[config.mk]
export PLATFORM = sky130hd
export DESIGN_NAME = prbs_link_dbg_ctrl
export DESIGN_NICKNAME = d
export VERILOG_FILES = /design/src/rtl/prbs_dbg_pkg.sv /design/src/rtl/prbs_lane_mon.sv /design/src/rtl/prbs_link_dbg_ctrl.sv
export SDC_FILE = /design/constraint.sdc
export NUM_CORES = 1
export LEC_CHECK = 0
export ABC_AREA = 1
export CORE_UTILIZATION = 45
export DETAILED_ROUTE_END_ITERATION = 10
export GPL_TIMING_DRIVEN = 0
export PLACE_DENSITY_LB_ADDON = 0.2
export SETUP_SLACK_MARGIN = 0.2
export SLEW_MARGIN = 40
export SYNTH_ARGS = -nofsm -noshare
export SYNTH_HDL_FRONTEND = slang
export SYNTH_SLANG_ARGS = --single-unit
[constraint.sdc]
create_clock -name clk -period 4.7 [get_ports clk]
set_clock_uncertainty 0.1 [all_clocks]
set_input_delay 0.47 -clock clk [delete_from_list [all_inputs] [get_ports clk]]
set_output_delay 0.47 -clock clk [all_outputs]
set_load 0.005 [all_outputs]
[src/rtl/prbs_dbg_pkg.sv]
// Shared types and helpers for the PRBS link debug controller.
package prbs_dbg_pkg;

  localparam int unsigned DEF_N_CH  = 8;
  localparam int unsigned DEF_CNT_W = 16;

  typedef enum logic [1:0] {
    ST_IDLE = 2'd0,
    ST_RST  = 2'd1,
    ST_INJ  = 2'd2
  } ctrl_state_e;

  // Smallest width w (>= 1) with 2**w >= val.
  function automatic int unsigned clog2(input int unsigned val);
    int unsigned w;
    w = 1;
    for (int unsigned i = 1; i < 32; i++) begin
      if ((64'(1) << i) < 64'(val)) w = i + 1;
    end
    return w;
  endfunction

endpackage

[src/rtl/prbs_lane_mon.sv]
// Per-lane error counter with saturation and LED blanking stretch.
module prbs_lane_mon
  import prbs_dbg_pkg::*;
#(
  parameter int unsigned CNT_W    = DEF_CNT_W,
  parameter int unsigned LED_HOLD = 4000000
) (
  input  logic             clk,
  input  logic             reset,
  input  logic             clr,
  input  logic             locked,
  input  logic             err,
  output logic [CNT_W-1:0] cnt,
  output logic             led
);

  localparam int unsigned STR_W = clog2(LED_HOLD + 1);

  logic [CNT_W-1:0] cnt_q, cnt_d;
  logic [STR_W-1:0] stretch_q, stretch_d;
  logic             led_q, led_d;
  logic             hit;

  assign hit = err & locked;

  always_ff @(posedge clk) begin
    if (reset) begin
      cnt_q     <= '0;
      stretch_q <= '0;
      led_q     <= 1'b0;
    end else begin
      cnt_q     <= cnt_d;
      stretch_q <= stretch_d;
      led_q     <= led_d;
    end
  end

  // Clear beats increment; an error reloads the full blanking time.
  always_comb begin
    cnt_d     = cnt_q;
    stretch_d = stretch_q;
    if (clr) begin
      cnt_d     = '0;
      stretch_d = '0;
    end else if (hit) begin
      if (cnt_q != {CNT_W{1'b1}}) cnt_d = cnt_q + CNT_W'(1);
      stretch_d = STR_W'(LED_HOLD);
    end else if (stretch_q != '0) begin
      stretch_d = stretch_q - STR_W'(1);
    end
    led_d = locked & (stretch_d == '0);
  end

  assign cnt = cnt_q;
  assign led = led_q;

endmodule

[src/rtl/prbs_link_dbg_ctrl.sv]
// VIO command edge detection, reset/inject pulse FSM and error-count readout
// for N_CH PRBS lanes.
module prbs_link_dbg_ctrl
  import prbs_dbg_pkg::*;
#(
  parameter int unsigned N_CH     = DEF_N_CH,
  parameter int unsigned CNT_W    = DEF_CNT_W,
  parameter int unsigned INJ_LEN  = 1,
  parameter int unsigned RST_LEN  = 4,
  parameter int unsigned LED_HOLD = 4000000,
  parameter int unsigned SEL_W    = 5
) (
  input  logic             clk,
  input  logic             reset,
  input  logic             cmd_reset,
  input  logic             cmd_inject,
  input  logic [N_CH-1:0]  cmd_inj_mask,
  input  logic [SEL_W-1:0] cmd_sel,
  input  logic [N_CH-1:0]  rx_locked,
  input  logic [N_CH-1:0]  rx_err,
  output logic             prbs_reset,
  output logic [N_CH-1:0]  inject,
  output logic [N_CH-1:0]  led_fp,
  output logic [CNT_W-1:0] cnt_out,
  output logic             busy
);

  localparam int unsigned TMR_MAX = (RST_LEN > INJ_LEN) ? RST_LEN : INJ_LEN;
  localparam int unsigned TMR_W   = clog2(TMR_MAX + 1);

  ctrl_state_e      state_q, state_d;
  logic [TMR_W-1:0] timer_q, timer_d;
  logic [N_CH-1:0]  mask_q, mask_d;
  logic             rst_hist_q, rst_hist_d;
  logic             inj_hist_q, inj_hist_d;
  logic             prbs_reset_q, prbs_reset_d;
  logic [N_CH-1:0]  inject_q, inject_d;
  logic             busy_q, busy_d;
  logic [CNT_W-1:0] cnt_out_q, cnt_out_d;

  logic             rst_edge_c, inj_edge_c;
  logic [CNT_W-1:0] cnt_arr [N_CH];

  assign rst_edge_c = cmd_reset  & ~rst_hist_q;
  assign inj_edge_c = cmd_inject & ~inj_hist_q;

  always_ff @(posedge clk) begin
    if (reset) begin
      state_q      <= ST_IDLE;
      timer_q      <= '0;
      mask_q       <= '0;
      rst_hist_q   <= 1'b0;
      inj_hist_q   <= 1'b0;
      prbs_reset_q <= 1'b0;
      inject_q     <= '0;
      busy_q       <= 1'b0;
      cnt_out_q    <= '0;
    end else begin
      state_q      <= state_d;
      timer_q      <= timer_d;
      mask_q       <= mask_d;
      rst_hist_q   <= rst_hist_d;
      inj_hist_q   <= inj_hist_d;
      prbs_reset_q <= prbs_reset_d;
      inject_q     <= inject_d;
      busy_q       <= busy_d;
      cnt_out_q    <= cnt_out_d;
    end
  end

  // Pulse sequencer: edges are only accepted in IDLE, reset edge has priority.
  always_comb begin
    state_d    = state_q;
    timer_d    = timer_q;
    mask_d     = mask_q;
    rst_hist_d = cmd_reset;
    inj_hist_d = cmd_inject;

    case (state_q)
      ST_IDLE: begin
        if (rst_edge_c) begin
          state_d = ST_RST;
          timer_d = TMR_W'(RST_LEN);
        end else if (inj_edge_c) begin
          state_d = ST_INJ;
          timer_d = TMR_W'(INJ_LEN);
          mask_d  = cmd_inj_mask;
        end
      end
      ST_RST, ST_INJ: begin
        if (timer_q == TMR_W'(1)) begin
          state_d = ST_IDLE;
          timer_d = '0;
        end else begin
          timer_d = timer_q - TMR_W'(1);
        end
      end
      default: begin
        state_d = ST_IDLE;
        timer_d = '0;
      end
    endcase

    prbs_reset_d = (state_d == ST_RST);
    inject_d     = (state_d == ST_INJ) ? mask_d : '0;
    busy_d       = (state_d != ST_IDLE);
  end

  // Out-of-range selects read as zero.
  always_comb begin
    cnt_out_d = '0;
    for (int unsigned i = 0; i < N_CH; i++) begin
      if (32'(cmd_sel) == i) cnt_out_d = cnt_arr[i];
    end
  end

  for (genvar g = 0; g < N_CH; g++) begin : g_lane
    prbs_lane_mon #(
      .CNT_W    (CNT_W),
      .LED_HOLD (LED_HOLD)
    ) u_mon (
      .clk    (clk),
      .reset  (reset),
      .clr    (prbs_reset_q),
      .locked (rx_locked[g]),
      .err    (rx_err[g]),
      .cnt    (cnt_arr[g]),
      .led    (led_fp[g])
    );
  end

  assign prbs_reset = prbs_reset_q;
  assign inject     = inject_q;
  assign busy       = busy_q;
  assign cnt_out    = cnt_out_q;

endmodule
==> results_dict.tcl <==
set metrics [dict create \
    grt_antenna_before_repair 0 \
    avgSynthCellArea_um2 6.49 \
    cts_tree "done" \
    finalWirelength_um 57500 \
    path_buf_inv 4 \
    ys_types 49 \
    layout.cells.non_filler 3718 \
    num_vias 19500 \
    synth_edf_count 0 \
    n_antenna_cell 0 \
    crit_path_cell_trace "buf_2 -> nor2_2 -> inv_2 -> buf_2 -> buf_1 -> nor2_1" \
    grt_setup_unrepaired "false" \
    r2r_slack_ns 1.77 \
    dpl.hpwl_um 43200 \
    routabilityCongestion 0.977 \
    reg2reg_to "g_lane[7].u_mon.stretch_q[8]" \
    clk_latency_ns 0.57 \
    clockRootBuffer "clkbuf_16" \
    drtPass1Iterations 6 \
    holdWs_ns 0.362 \
    fmax_mhz 342 \
    status "complete, no violations" \
    drc 0 \
    viasPerCell 5.24 \
    cp.arrival_ns 3.25 \
    slew_headroom 0.423 \
    grtUsageTotal 0.258 \
    synth_area_um2 19500 \
    clk_pin_slew_worst_paths_ns 0.06 \
    critPathTopFamily "buffers and inverters" \
    async_flop_share 0 \
    hold_depth 3 \
    initial_core_util 0.460 \
    hold_viol 0 \
    hp-start "cmd_inject" \
    crit_required_ns 5.02 \
    path_max_fanout 10 \
    wl_per_cell_um 15.5 \
    drtIter0Drc 1561 \
    cts_buffer_depth 3 \
    cts_sinks 353 \
    busiest_layer "met2" \
    grt_pass1_vias 18300 \
    rr_startpoint "prbs_reset" \
    period_needed_ns 2.93 \
    use_met1 0.337 \
    setup_viol 0 \
    die_area_um2 44100 \
    hold_buffers 0 \
    synth_ff_type "dfxtp_1" \
    final_nets 3162 \
    cp-startpoint "prbs_reset" \
    fp.dieW_um 210 \
    cts.htree.levels 2 \
    io_buffers 66 \
    hold_class "input pin to flip-flop" \
    seq_area_frac_synth 0.363 \
    core_um2 42300 \
    cp-start-kind "flip-flop" \
    holdPathEnd "inj_hist_q" \
    slowest_stage "dfxtp_1" \
    cts-resized-gates 0 \
    p_per_area_nw_per_um2 719 \
    synthCells 2999 \
    cts_setup_buffers 0 \
    grt_util_met2 0.433 \
    p_leak_nw 9.56 \
    rr_worst_depth 6 \
    drv_cap 0 \
    fin_crit_sh 0.623 \
    ys_ff_latch 353 \
    syn2layout_area_growth_pct 14.9 \
    ir_drop_mv 0.349 \
    yosys_warnings 0 \
    tightest_slew_ns 0.865 \
    fin_tns_setup_ns 0 \
    placement_rows 75 \
    endpoint_kind "flip-flop" \
    drive_gt1_frac 0.0557 \
    pin_count 67 \
    grt-ovfl-total 0 \
    die_h_um 210 \
    critical_path.max_stage_delay_ns 0.77 \
    final_antenna_net_count 0 \
    use_met3 0.0367 \
    cpMostUsedCell "buf_2" \
    dp.cells 3642 \
    cts_buffers 42 \
    slew_violations 0 \
    critPathKind "flip-flop to flip-flop" \
    grt_pass1_wl_um 91500 \
    syn_nets 3052 \
    grt_max_degree 14 \
]
==> state kept, by name (all words and copies together) (netlist names) <==
signal,count
g_lane.u_mon.stretch_q,176
g_lane.u_mon.led,8
cnt_out,16
g_lane.u_mon.cnt,128
busy,1
rst_hist_q,1
mask_q,8
state_q,2
timer_q,3
inj_hist_q,1
prbs_reset,1
inject,8
==> power by group <==
part	switching [mW]	leakage (nW)	internal, mW
clock network	1.34	0.740	2.23
logic	5.27	5.95	2.94
registers	0.650	2.88	3.66
==> layout by cell type, fill, tap and decap left out, drive strengths merged, types with 26 or more instances in the layout <==
cell type	count
clkbuf	100
inv	337
xnor2	56
nor2	650
xor2	62
nand4	57
o21ai	108
buf	38
nor3	94
nand2	643
nand3	253
a21oi	146
dfxtp	353
clkdlybuf4s50	66
nor4	26
==> layout make-up <==
cell class / count / area (µm²)
inverter: 336 / 1260
multi-input combinational: 2227 / 10700
tap: 577 / 722
clock buffer: 55 / 1190
clock inverter: 21 / 324
buffer: 83 / 440
fill: 4253 / 19900
timing repair buffer: 66 / 661
sequential: 353 / 7070
==> metal layers <==
layer  wire, µm  vias to the layer above
met5          0                        -
met4       1730                        0
met3       3210                      111
met2      26400                      565
met1      26200                     8898
li1           -                     9902
==> logic make-up after synthesis <==
kind of cell	after synthesis	share of synthesized area
and+or+nand+nor	1765	0.391
buffers and inverters	419	0.0870
DFF	353	0.363
AOI/OAI and AO/OA	316	0.0888
xor gates and xnor gates	118	0.0531
adders and majority gates	20	0.0129
muxes	8	0.00411
==> through the flow <==
step | worst slack [ns] | area [µm²] | total power, mW | utilization
after floorplan | 2.79 | 19500 | 10.7 | -
after global placement | 1.31 | 20900 | 12.3 | 0.493
after detailed placement | 1.58 | 20900 | 12.4 | 0.493
after CTS | 1.75 | 22400 | 16.1 | 0.529
after global routing | 1.68 | 22400 | 17.5 | 0.529
final | 1.77 | 22400 | 16.1 | 0.529
==> worst register-to-register path, stage by stage (launching register included) <==
cell,delay (ns)
dfxtp_1,0.77
buf_2,0.47
nor2_2,0.23
inv_2,0.15
buf_2,0.38
buf_1,0.57
nor2_1,0.13
==> synth_stat cells (all sizes together) (20+ instances only) <==
cell | count | area (µm²)
nor2 | 650 | 2540
nand2 | 643 | 2440
dfxtp | 353 | 7070
inv | 335 | 1260
nand3 | 253 | 1320
a21oi | 146 | 738
o21ai | 108 | 541
nor3 | 94 | 502
xor2 | 62 | 543
nand4 | 57 | 357
xnor2 | 56 | 490
clkbuf | 45 | 169
buf | 38 | 264
nor4 | 26 | 163
ha | 20 | 250
==> how the worst max path moves through the flow <==
stage | end | slack, ns | cells past startpoint
floorplan | g_lane[5].u_mon.led | 2.79 | 14
global placement | mask_q[5] | 1.31 | 5
detailed placement | g_lane[4].u_mon.stretch_q[0] | 1.58 | 5
CTS | g_lane[7].u_mon.stretch_q[8] | 1.75 | 6
global route | g_lane[7].u_mon.stretch_q[8] | 1.68 | 6
finish | g_lane[7].u_mon.stretch_q[8] | 1.77 | 6
Note: power is estimated with default switching activity, not from simulation.
==> variant, RTL diff (same settings) <==
The output `cnt_out` loses its register stage (`cnt_out_q` becomes a continuous assignment).
--- a/src/rtl/prbs_link_dbg_ctrl.sv
+++ b/src/rtl/prbs_link_dbg_ctrl.sv
@@ -54,7 +54,6 @@
       prbs_reset_q <= 1'b0;
       inject_q     <= '0;
       busy_q       <= 1'b0;
-      cnt_out_q    <= '0;
     end else begin
       state_q      <= state_d;
       timer_q      <= timer_d;
@@ -64,9 +63,10 @@
       prbs_reset_q <= prbs_reset_d;
       inject_q     <= inject_d;
       busy_q       <= busy_d;
-      cnt_out_q    <= cnt_out_d;
     end
   end
+
+  assign cnt_out_q = cnt_out_d;
 
   // Pulse sequencer: edges are only accepted in IDLE, reset edge has priority.
   always_comb begin
Check against the original RTL: not equivalent (Yosys sat finds a counterexample within 4 cycles, from zero or initial values and one cycle with reset high).
==> variant against the original RTL <==
- the flow now finishes with violations (design-rule violations)
- register-to-register slack worse by 0.06 ns
- power down 3.1%
- synthesized area decreased by 3.4%
- count of clock-buffer cells in the layout is 8 lower
- sequential cell count down 16
- cell area fell by 3.6%
- global-route usage is 0.27 points lower
- maximum frequency is 24% lower
- utilization decreased by 0.30 points
- routed wire length shrank 5.6%
- setup slack got worse by 0.94 ns
- first-iteration DRC count decreased by 13%
- critical path type is now input port to output pin
- largest power group unchanged
==> variant: results (changes against the original RTL) <==
stage,metric,value,unit,change
setup_path,reg2reg_to,g_lane[4].u_mon.stretch_q[11],,was g_lane[7].u_mon.stretch_q[8]
setup_path,slowest_delay,0.57,ns,was 0.77 ns
outcome,status,finished with violations,,"was complete, no violations"
power_and_ir_drop,peakVddDrop,0.290,mV,was 0.349 mV
layout,fin_nets,3072,,was 3162
clocking,cts_buffers,39,,was 42
yosys,yosysWarnings,0,,unchanged
detailed_routing,vias,19000,,was 19500
setup_path,cpMaxStageDelayCell,clkdlybuf4s50_1,,was dfxtp_1
yosys,synth_nets,2966,,was 3052
outcome,failed_checks,design-rule violations,,
detailed_routing,wl_per_cell,15.2,um,was 15.5 um
yosys,yosysSeqAreaShare,35.9,%,was 36.3%
placed_design,gp_congestion,0.990,,was 0.977
detailed_routing,wl_met2,24700,um,was 26400 um
grt,met2_usage,42.8,%,was 43.3%
grt,grt_pass1_wl,87500,um,was 91500 um
grt,grt_usage,25.5,%,was 25.8%
layout,layout-drive-gt1-share,5.18,%,was 5.57%
detailed_routing,drcViolationCount,14,,was 0
yosys,synth_common_cells,"nor2_1, nand2_1, inv_1",,"was nand2_1, nor2_1, dfxtp_1"
detailed_routing,drtPass1Iterations,9,,was 6
sta,worst_slew_pin_slew,0.857,ns,was 0.865 ns
worst_hold_path,whs_path_depth,2,,was 3
setup_path,r2r_slack,1.71,ns,was 1.77 ns
grt,met1_usage,33.5,%,was 33.7%
placed_design,dp_hpwl,41200,um,was 43200 um
placed_design,place.port_buffers,65,,was 66
worst_hold_path,worstHoldStart,timer_q[1],,was cmd_inject
grt,gr-usage-met3,3.89,%,was 3.67%
worst_hold_path,hold_path.class,register to register,,was input port to register
grt,grt_start_max_net_pins,15,,was 14
detailed_routing,dr_wl_met3,3000,um,was 3210 um
detailed_routing,first_iter_violations,1361,,was 1561
power_and_ir_drop,power.leakage,9.22,nW,was 9.56 nW
setup_path,arrival,3.29,ns,was 3.25 ns
yosys,yosys-top-cells-area,"dfxtp_1, nor2_1, nand2_1",,"was dfxtp_1, nand2_1, nor2_1"
layout,max_flop_register,g_lane.u_mon.stretch_q,,unchanged
detailed_routing,wl_met1,25000,um,was 26200 um
worst_hold_path,min_to,timer_q[1],,was inj_hist_q
## variant: per-stage QoR
stage	area (sq um)	setup slack [ns]	power [mW]	hold slack, ns	instances
after detailed placement	20100	0.935	12.1	0.356	3510
after floorplan	18800	2.54	10.4	0.333	2913
after global routing	21600	0.718	17.0	0.388	3580
after global placement	20100	0.983	12.0	0.347	3510
after CTS	21600	0.916	15.6	0.368	3580
final	21600	0.836	15.6	0.363	3580
## variant: cell families after synthesis
logic type	share of synthesized area, %
AND/OR/NAND/NOR	37.8
buffers and inverters	8.97
AO/OA/AOI/OAI	10.8
flip-flops	35.9
XOR/XNOR	4.75
adder cells (fa/ha/maj)	1.33
multiplexers	0.426
## variant: worst max-delay path by stage
| stage | start | slack, ns | depth (start not counted) | endpoint |
|---|---|---|---|---|
| final | cmd_sel[1] | 0.84 | 10 | cnt_out[14] |
| after global routing | cmd_sel[0] | 0.72 | 11 | cnt_out[9] |
| after CTS | cmd_sel[4] | 0.92 | 9 | cnt_out[11] |
| after detailed placement | cmd_sel[4] | 0.93 | 9 | cnt_out[11] |
| after global placement | cmd_sel[1] | 0.98 | 10 | cnt_out[14] |
| after floorplan | cmd_sel[4] | 2.54 | 6 | cnt_out[13] |
## variant: area by class of cell
type,instances,area (sq um)
Clock inverter,23,338
Sequential cell,337,6750
Clock buffer,47,1100
Buffer,78,379
Timing Repair Buffer,65,651
Multi-Input combinational cell,2149,10400
Inverter,349,1310
Tap cell,532,666
Fill cell,4190,19500
## variant: worst register-to-register path: cells and delay by family, from the launching register on
kind	cells	cell delay [ns]
AOI/OAI and AO/OA	1	0.09
buffers and inverters	4	1.73
DFF	1	0.74
and+or+nand+nor	1	0.17
## variant: report_power, final
group	total (mW)	switching (mW)	internal, mW
sequential	4.16	0.640	3.52
clock	3.40	1.29	2.11
combinational	8.02	5.19	2.84
